## src/rtl/phase_cmd_ctrl.sv

```systemverilog
// UART command controller for the transducer phase-clock bank: parses WRITE/COMMIT/PING
// frames, keeps a shadow and a live offset bank, pulses reload on commit, replies per frame.
module phase_cmd_ctrl #(
  parameter int OUTPUTS  = 16,
  parameter int OFFSET_W = 24,
  parameter int DIVIDE   = 624,
  parameter int TIMEOUT  = 500000
) (
  input  logic                         clk,
  input  logic                         rst,
  input  logic [7:0]                   rx_data_i,
  input  logic                         rx_valid_i,
  output logic                         rx_ready_o,
  output logic [7:0]                   tx_data_o,
  output logic                         tx_valid_o,
  input  logic                         tx_ready_i,
  output logic [OUTPUTS*OFFSET_W-1:0]  offsets_o,
  output logic                         reload_o
);

  localparam int          CNT_W      = $clog2(TIMEOUT + 1);
  localparam int          CH_W       = (OUTPUTS > 1) ? $clog2(OUTPUTS) : 1;
  localparam logic [23:0] MAX_OFFSET = 24'(2 * DIVIDE + 1);
  localparam logic [7:0]  ACK        = 8'h06;
  localparam logic [7:0]  NAK        = 8'h15;
  localparam logic [7:0]  OP_COMMIT  = 8'hC0;
  localparam logic [7:0]  OP_PING    = 8'hC1;

  typedef enum logic [2:0] {
    S_IDLE   = 3'd0,
    S_B2     = 3'd1,
    S_B1     = 3'd2,
    S_B0     = 3'd3,
    S_CHECK  = 3'd4,
    S_COMMIT = 3'd5,
    S_REPLY  = 3'd6
  } state_e;

  state_e             state_q, state_d;
  logic [5:0]         ch_q, ch_d;
  logic [23:0]        data_q, data_d;
  logic [CNT_W-1:0]   cnt_q, cnt_d;
  logic               commit_ph_q, commit_ph_d;
  logic               rx_ready_q, rx_ready_d;
  logic               tx_valid_q, tx_valid_d;
  logic [7:0]         tx_data_q, tx_data_d;
  logic               reload_q, reload_d;
  logic               shadow_we_s;
  logic               live_load_s;
  logic               accept_s;
  logic               ch_ok_s;
  logic [OFFSET_W-1:0] shadow_q [OUTPUTS];
  logic [OFFSET_W-1:0] live_q   [OUTPUTS];

  assign accept_s = rx_valid_i && rx_ready_q;
  assign ch_ok_s  = ({1'b0, ch_q} < 7'(OUTPUTS));

  // Control registers; rx_ready and reload stay low while reset is held.
  always_ff @(posedge clk or negedge rst) begin
    if (!rst) begin
      state_q     <= S_IDLE;
      ch_q        <= 6'd0;
      data_q      <= 24'd0;
      cnt_q       <= '0;
      commit_ph_q <= 1'b0;
      rx_ready_q  <= 1'b0;
      tx_valid_q  <= 1'b0;
      tx_data_q   <= 8'h00;
      reload_q    <= 1'b0;
    end else begin
      state_q     <= state_d;
      ch_q        <= ch_d;
      data_q      <= data_d;
      cnt_q       <= cnt_d;
      commit_ph_q <= commit_ph_d;
      rx_ready_q  <= rx_ready_d;
      tx_valid_q  <= tx_valid_d;
      tx_data_q   <= tx_data_d;
      reload_q    <= reload_d;
    end
  end

  // Frame parser: next state, reply byte, bank write/load strobes.
  always_comb begin
    state_d     = state_q;
    ch_d        = ch_q;
    data_d      = data_q;
    cnt_d       = '0;
    commit_ph_d = 1'b0;
    tx_valid_d  = tx_valid_q;
    tx_data_d   = tx_data_q;
    reload_d    = 1'b1;
    shadow_we_s = 1'b0;
    live_load_s = 1'b0;
    case (state_q)
      S_IDLE: begin
        if (accept_s) begin
          if (rx_data_i[7:6] == 2'b10) begin
            ch_d    = rx_data_i[5:0];
            state_d = S_B2;
          end else if (rx_data_i == OP_COMMIT) begin
            state_d = S_COMMIT;
          end else if (rx_data_i == OP_PING) begin
            state_d    = S_REPLY;
            tx_valid_d = 1'b1;
            tx_data_d  = 8'(OUTPUTS);
          end else begin
            state_d    = S_REPLY;
            tx_valid_d = 1'b1;
            tx_data_d  = NAK;
          end
        end else begin
          state_d = S_IDLE;
        end
      end
      S_B2, S_B1, S_B0: begin
        if (accept_s) begin
          data_d  = {data_q[15:0], rx_data_i};
          cnt_d   = '0;
          state_d = (state_q == S_B2) ? S_B1 : ((state_q == S_B1) ? S_B0 : S_CHECK);
        end else if (cnt_q >= CNT_W'(TIMEOUT)) begin
          // Stalled frame is abandoned silently.
          cnt_d   = '0;
          state_d = S_IDLE;
        end else begin
          cnt_d   = cnt_q + CNT_W'(1);
          state_d = state_q;
        end
      end
      S_CHECK: begin
        if (ch_ok_s && (data_q <= MAX_OFFSET)) begin
          shadow_we_s = 1'b1;
          tx_data_d   = ACK;
        end else begin
          tx_data_d   = NAK;
        end
        tx_valid_d = 1'b1;
        state_d    = S_REPLY;
      end
      S_COMMIT: begin
        // Phase 0 loads the live bank and drops reload; phase 1 restores it and replies.
        if (!commit_ph_q) begin
          live_load_s = 1'b1;
          reload_d    = 1'b0;
          commit_ph_d = 1'b1;
          state_d     = S_COMMIT;
        end else begin
          tx_valid_d  = 1'b1;
          tx_data_d   = ACK;
          state_d     = S_REPLY;
        end
      end
      S_REPLY: begin
        if (tx_valid_q && tx_ready_i) begin
          tx_valid_d = 1'b0;
          state_d    = S_IDLE;
        end else begin
          state_d    = S_REPLY;
        end
      end
      default: begin
        tx_valid_d = 1'b0;
        state_d    = S_IDLE;
      end
    endcase
  end

  assign rx_ready_d = (state_d == S_IDLE) || (state_d == S_B2) ||
                      (state_d == S_B1) || (state_d == S_B0);

  // Shadow and live offset banks, both reset to the j*10 pattern.
  always_ff @(posedge clk or negedge rst) begin
    if (!rst) begin
      for (int j = 0; j < OUTPUTS; j++) begin
        shadow_q[j] <= OFFSET_W'(j * 10);
        live_q[j]   <= OFFSET_W'(j * 10);
      end
    end else begin
      if (shadow_we_s) begin
        shadow_q[ch_q[CH_W-1:0]] <= OFFSET_W'(data_q);
      end
      if (live_load_s) begin
        live_q <= shadow_q;
      end
    end
  end

  // Flatten the live bank onto the output bus.
  always_comb begin
    offsets_o = '0;
    for (int j = 0; j < OUTPUTS; j++) begin
      offsets_o[OFFSET_W*j +: OFFSET_W] = live_q[j];
    end
  end

  assign rx_ready_o = rx_ready_q;
  assign tx_valid_o = tx_valid_q;
  assign tx_data_o  = tx_data_q;
  assign reload_o   = reload_q;

endmodule

```

## config.mk

```make
export PLATFORM = sky130hd
export DESIGN_NAME = phase_cmd_ctrl
export DESIGN_NICKNAME = d
export VERILOG_FILES = /design/src/rtl/phase_cmd_ctrl.sv
export SDC_FILE = /design/constraint.sdc
export NUM_CORES = 1
export LEC_CHECK = 0
export BUFFER_PORTS_ARGS = -buffer_cell sky130_fd_sc_hd__buf_4
export CAP_MARGIN = 20
export CORE_MARGIN = 10
export CORE_UTILIZATION = 59
export DETAILED_ROUTE_END_ITERATION = 10
export PLACE_DENSITY = 0.81
export SLEW_MARGIN = 20
export SYNTH_ARGS = -nofsm -noshare
export SYNTH_HDL_FRONTEND = slang
export SYNTH_SLANG_ARGS = --single-unit
export TNS_END_PERCENT = 50
```

## constraint.sdc

```tcl
create_clock -name clk -period 5.1 [get_ports clk]
set_clock_uncertainty 0.2 [all_clocks]
set_input_delay 0.255 -clock clk [delete_from_list [all_inputs] [get_ports clk]]
set_output_delay 0.255 -clock clk [all_outputs]
set_load 0.005 [all_outputs]
```

# Word-level counts from Yosys, hierarchy flattened
# Cells that the tools add are included.
[totals]
register_bits = 832
in_bits = 12
[op_classes]
reduce_logical = 15
mux = 35
eq_ne = 17
n_addsub = 1
bitwise_logic = 2
order_cmp = 5
[ops]
columns = ["cell", "count"]
rows = [
  ["bitwise mux 384 bit", 1],
  ["demux 24 bit (select 4 bit)", 1],
  ["two-way mux 19 bit", 3],
  ["two-way mux 8 bit", 4],
  ["less-or-equal comparator 24 x 11 -> 1 bit, second input constant", 1],
  ["two-way mux 24 bit", 1],
  ["two-way mux 3 bit", 8],
  ["one-hot mux 8 bit (3 select lines)", 1],
  ["adder 19 x 1 -> 19 bit, second input constant", 1],
  [">= comparator 19 bit, second input constant", 1],
  ["equality test 8 bit, second input constant", 2],
  ["one-hot mux 3 bit (5 select lines)", 1],
  ["equality test 3 x 2 -> 1 bit, second input constant", 4],
  ["two-way mux 1 bit", 11],
  ["inequality test 2 bit, second input constant", 5],
  ["equality test 3 bit, second input constant", 3],
  ["equality test 3 x 1 -> 1 bit, second input constant", 2],
  ["logical NOT 3 bit", 2],
  ["less-than comparator 6 x 5 -> 1 bit, second input constant", 1],
  ["AND reduction 6 bit", 1],
  [">= comparator 5 bit, second input constant", 1],
  ["less-than comparator 5 x 1 -> 1 bit, second input constant", 1],
  ["two-way mux 5 bit", 1],
  ["NOT 4 -> 5 bit", 1],
  ["other kinds (11)", 17],
]

# Logic depth before layout (Yosys ltp)
[logic_depth]
ltp_word = 9
ltp_mapped = 9
ltp_nobuf = 5

# Worst setup path after synthesis
# No wires, ideal clock.
[synth_path]
kind = "reg2reg"
from = "register data_q[13]"
to = "register shadow_q[340] (netlist name)"
n_path_buf = 2
arrival_time_ps = 2235
stages_incl_launch_ff = 7
setup_ps = 128
slack_ps = 2537
period_less_slack_ps = 2563
path_cell_list = "dfrtp_1 > nor4_1 > nand3_2 > buf_4 > nor4b_4 > buf_4 > mux2_1"
[synth_via]
elab_chain_cells = 4
[synth_rtl]
columns = ["element", "line", "rtl"]
rows = [
  ["from (decl)", "41", "logic [23:0] data_q, data_d;"],
  ["from (signal assigned)", "73", "data_q <= data_d;"],
  ["less-or-equal comparator 24 x 11 -> 1 bit", "131", "if (ch_ok_s && (data_q <= MAX_OFFSET)) begin"],
  ["logical AND 1 bit", "131", ""],
  ["two-way mux 1 bit", "131", ""],
  ["two-way mux 1 bit", "95", "case (state_q)"],
  ["to (signal, indexed assignment)", "175", "shadow_q[j] <= OFFSET_W'(j * 10);"],
  ["to (signal, indexed assignment)", "180", "shadow_q[ch_q[CH_W-1:0]] <= OFFSET_W'(data_q);"],
  ["to (decl)", "52", "logic [OFFSET_W-1:0] shadow_q [OUTPUTS];"],
]
# Every way passes these cells.
# A chain may end at the register's enable or synchronous reset.

# Worst setup path in the final report
[layout_path]
from = "register state_q[0]"
to = "register shadow_q[151] (netlist name)"
[layout_via]
elab_chain_cells = 2
[layout_rtl]
columns = ["element", "line", "rtl"]
rows = [
  ["from (decl)", "39", "state_e state_q, state_d;"],
  ["from (signal assigned)", "71", "state_q <= state_d;"],
  ["equality test 3 bit", "95", ""],
  ["two-way mux 1 bit", "95", ""],
]
# Every way passes these cells.

==> key figures <==
Final layout
  – Design Area, Final: 37,200 um^2
  – Utilization after layout: between 70% and 80%
  – Layout cell share with drive strength beyond 1: about 27%
  – Number of nets at the end of the flow: 3,121
  – Number of fill cells in the layout: 3,314
  – Relative area change from synthesis to final layout: 21.3%
  – Count of inserted antenna diode cells: 0

Yosys
  – Synth unique cells: between 50 and 60
  – Most common flop cell mapped by yosys: sky130_fd_sc_hd__dfrtp_1
  – Yosys Warn Count: 0
  – Cell types with the highest counts after synthesis: sky130_fd_sc_hd__nand2_1 (1,169), sky130_fd_sc_hd__dfrtp_1 (734), sky130_fd_sc_hd__nor2b_1 (210)
  – Post-Syn Area per Cell: 11.3 um^2
  – Number of enable flip-flop cells after synthesis: 0
  – Sequential element share of the synthesized area: 67.9%
  – Area of the mapped netlist: between 30,000 and 40,000 um^2
  – Share of async-settable or async-resettable flops after synthesis: 100%
  – Number of cells produced by synthesis: 2,725
  – Area share of the largest cell type after synthesis: 59.8%
  – #FFs+latches synth: 828
  – Ranking of synthesized cells by area: sky130_fd_sc_hd__dfrtp_1 (60%), sky130_fd_sc_hd__nand2_1 (14%), sky130_fd_sc_hd__dfstp_2 (8.0%)
  – Cell taking the most area after synthesis: sky130_fd_sc_hd__dfrtp_1
  – Most frequent cell after synthesis: sky130_fd_sc_hd__nand2_1

Timing
  – Unrepaired setup endpoints after global routing: false
  – Final Hold Vio Count: 0
  – Top achievable clock speed: 288 MHz
  – Total negative slack for setup checks: 0 ps
  – Final period util: 68.1%
  – Relative slew slack: 25.4%
  – Final number of setup-violating endpoints: 0
  – Final critical delay including setup and external delays: approximately 3500 ps
  – Max-slew violation count: 0
  – Transition time at the pin with the least slew margin: 1120 ps

Placement
  – Global placement routability congestion: between 0.8 and 0.9
  – IO buf count: 402
  – Placed Area: 34,400 um^2
  – Estimated wirelength of the detail-placed design: 49,500 um

Run
  – Maximum Capacitance Violations: 0

Clocking
  – H-Tree Level Count: 3
  – Post-cts gate resize count: 0
  – Root buffer cell: sky130_fd_sc_hd__clkbuf_16
  – Clock Tree Buf Depth: 3
  – Clock transition at the registers of the reported paths: around 60 ps
  – Number of sinks handled by clock tree synthesis: 828
  – TritonCTS clock tree: yes
  – Worst skew pair latency: a little over 600 ps
  – CTS Buf Count: 80

Floorplanning
  – Vertical extent of the die: 248 um
  – Die width: about 250 um
  – Total number of placement rows: 83
  – Initial cell density of the core: 59.7%
  – Core outline area: 51,400 um^2
  – Die area: 61,500 um^2
  – # IOs: 407

Worst hold path
  – Class of the tightest hold or removal check: input pin to asynchronous set/reset pin

Setup path
  – Crit path DAT: 3770 ps
  – Crit end category: flop
  – Sequence of cells on the critical path: nor2_1 -> nand2_1 -> nor4b_4 -> mux2_1
  – Critical setup path kind: flop to flop
  – Sum of buffers and inverters on the critical path: 0
  – Maximum fanout along the worst path: 12
  – Kind of cell with the highest combined delay on the critical path: simple AND/OR/NAND/NOR gates
  – R2R Setup Slk: around 1600 ps
  – Delay contributed by the slowest stage of the critical path: 1110 ps
  – Startpoint kind of the worst setup timing path: flop
  – Slowest cell on crit path: sky130_fd_sc_hd__nor4b_4
  – Worst EP required: 5400 ps

Status
  – Run status: finished, final reports clean

Pwr
  – Peak supply drop: 272 uV
  – Leakage Power: between 20 and 25 nW
  – Power per standard cell area: a little under 400 nW/um^2

Detailed routing
  – Remaining antenna violation count after routing: 0
  – DRT Pass-1 Iters: 5
  – Per-cell via count in the routed design: about 5.4
  – Vias post-DR: ~21,000
  – Number of remaining DRC errors: 0
  – Total Routed Length: 77,200 um
  – Average wire per cell in the routed design: ~20 um
  – Detailed router's first-iteration violation count: 1,693

Global route
  – Number of global-route vias before repair: between 20,000 and 25,000
  – Pin count of the biggest net entering global routing: between 200 and 250
  – Tot GR Track Use: 25.3%
  – Remaining global-route overflow: 0
  – First-pass GRT wire length: around 120,000 um
  – Initial antenna violation count: 1
cell usage in the layout, fill, tap and decap left out, types with 8 or more instances in the layout:
| cell | Yosys | routed |
|---|---|---|
| sky130_fd_sc_hd__clkbuf_16 | 0 | 83 |
| sky130_fd_sc_hd__clkinvlp_4 | 0 | 8 |
| sky130_fd_sc_hd__clkbuf_1 | 112 | 15 |
| sky130_fd_sc_hd__mux2_2 | 156 | 156 |
| sky130_fd_sc_hd__nor4_4 | 5 | 8 |
| sky130_fd_sc_hd__mux2_1 | 51 | 51 |
| sky130_fd_sc_hd__clkinv_2 | 0 | 14 |
| sky130_fd_sc_hd__dfstp_2 | 94 | 94 |
| sky130_fd_sc_hd__inv_1 | 8 | 8 |
| sky130_fd_sc_hd__o21ai_0 | 8 | 8 |
| sky130_fd_sc_hd__dlygate4sd3_1 | 0 | 11 |
| sky130_fd_sc_hd__dfrtp_1 | 734 | 733 |
| sky130_fd_sc_hd__nor2_1 | 21 | 21 |
| sky130_fd_sc_hd__clkbuf_8 | 0 | 17 |
| sky130_fd_sc_hd__nand2_1 | 1169 | 1169 |
| sky130_fd_sc_hd__nand3_1 | 11 | 11 |
| sky130_fd_sc_hd__buf_4 | 14 | 434 |
| sky130_fd_sc_hd__nor2b_1 | 210 | 210 |
per-stage QoR:
stage / setup slack (ps) / cells / hold WS [ps] / total power [mW]
after floorplan: 2540 / 2728 / -241 / 7.91
after global placement: 1680 / 3693 / 126 / 8.60
after detailed placement: 1620 / 3694 / 126 / 8.66
after CTS: 1600 / 3853 / 75.9 / 14.7
after global routing: 1460 / 3853 / 91.2 / 15.2
final: 1630 / 3853 / 34.6 / 14.6
power by group:
part	total (mW)	leakage [nW]	switching [mW]	internal (mW)
combinational	1.31	8.10	0.908	0.406
sequential	7.24	11.1	0.448	6.79
clock	6.08	1.34	2.48	3.60
total	14.6	20.6	3.84	10.8
area by class of cell:
class / count / area [um^2] / area share [%]
Clock buffer: 115 / 2370 / 6.36
Clock inverter: 33 / 375 / 1.01
Inverter: 9 / 41.3 / 0.111
Multi-Input combinational cell: 1735 / 9230 / 24.8
Sequential cell: 828 / 20800 / 56.0
Tap cell: 680 / 851 / 2.29
Timing Repair Buffer: 453 / 3530 / 9.48
layer usage:
layer	share of wire [%]	wire length, um	vias up	global-route usage (%)
met5	0.0091	7	-	0
met4	3.4	2630	2	9.55
met3	6.8	5250	155	5.81
met2	49	38100	630	41.6
met1	40	31200	10600	32.4
li1	-	-	9302	-
final timing paths:
check,from,endpoint,cells after the start
worst max-delay path,state_q[0],shadow_q[151],4
worst min-delay path,rst,offsets_o[84],2
worst max register to register,state_q[0],shadow_q[151],4
worst min register to register,shadow_q[238],offsets_o[166],2
max in group asynchronous,rst,shadow_q[238],3
min in group clk,shadow_q[238],offsets_o[166],2
sequential cells by signal (all words and copies together) (netlist names):
register,cells
ch_q,6
cnt_q,19
commit_ph_q,1
data_q,24
offsets_o,384
reload_o,1
rx_ready_o,1
shadow_q,384
state_q,3
tx_data_o,4
tx_valid_o,1
logic make-up (layout without fill, tap and decap cells):
logic type               count (synthesis)  in the layout  synth area share, %
buffers and inverters                  165            610                 2.25
adder cells (fa/ha/maj)                  2              2               0.0815
other                                    1              4               0.0122
multiplexers                           207            207                 7.59
flip-flops                             828            828                 67.9
XOR/XNOR                                11             11                0.314
AND/OR/NAND/NOR                       1473           1473                 21.0
AO/OA/AOI/OAI                           38             38                0.905
timing repair:
| item | in CTS | in global routing |
|---|---|---|
| hold buffers | 11 | 0 |
| endpoints found under the hold margin | 106 | 0 |
| setup buffers | 0 | 0 |
No activity file was read; power rests on OpenSTA's default activity.
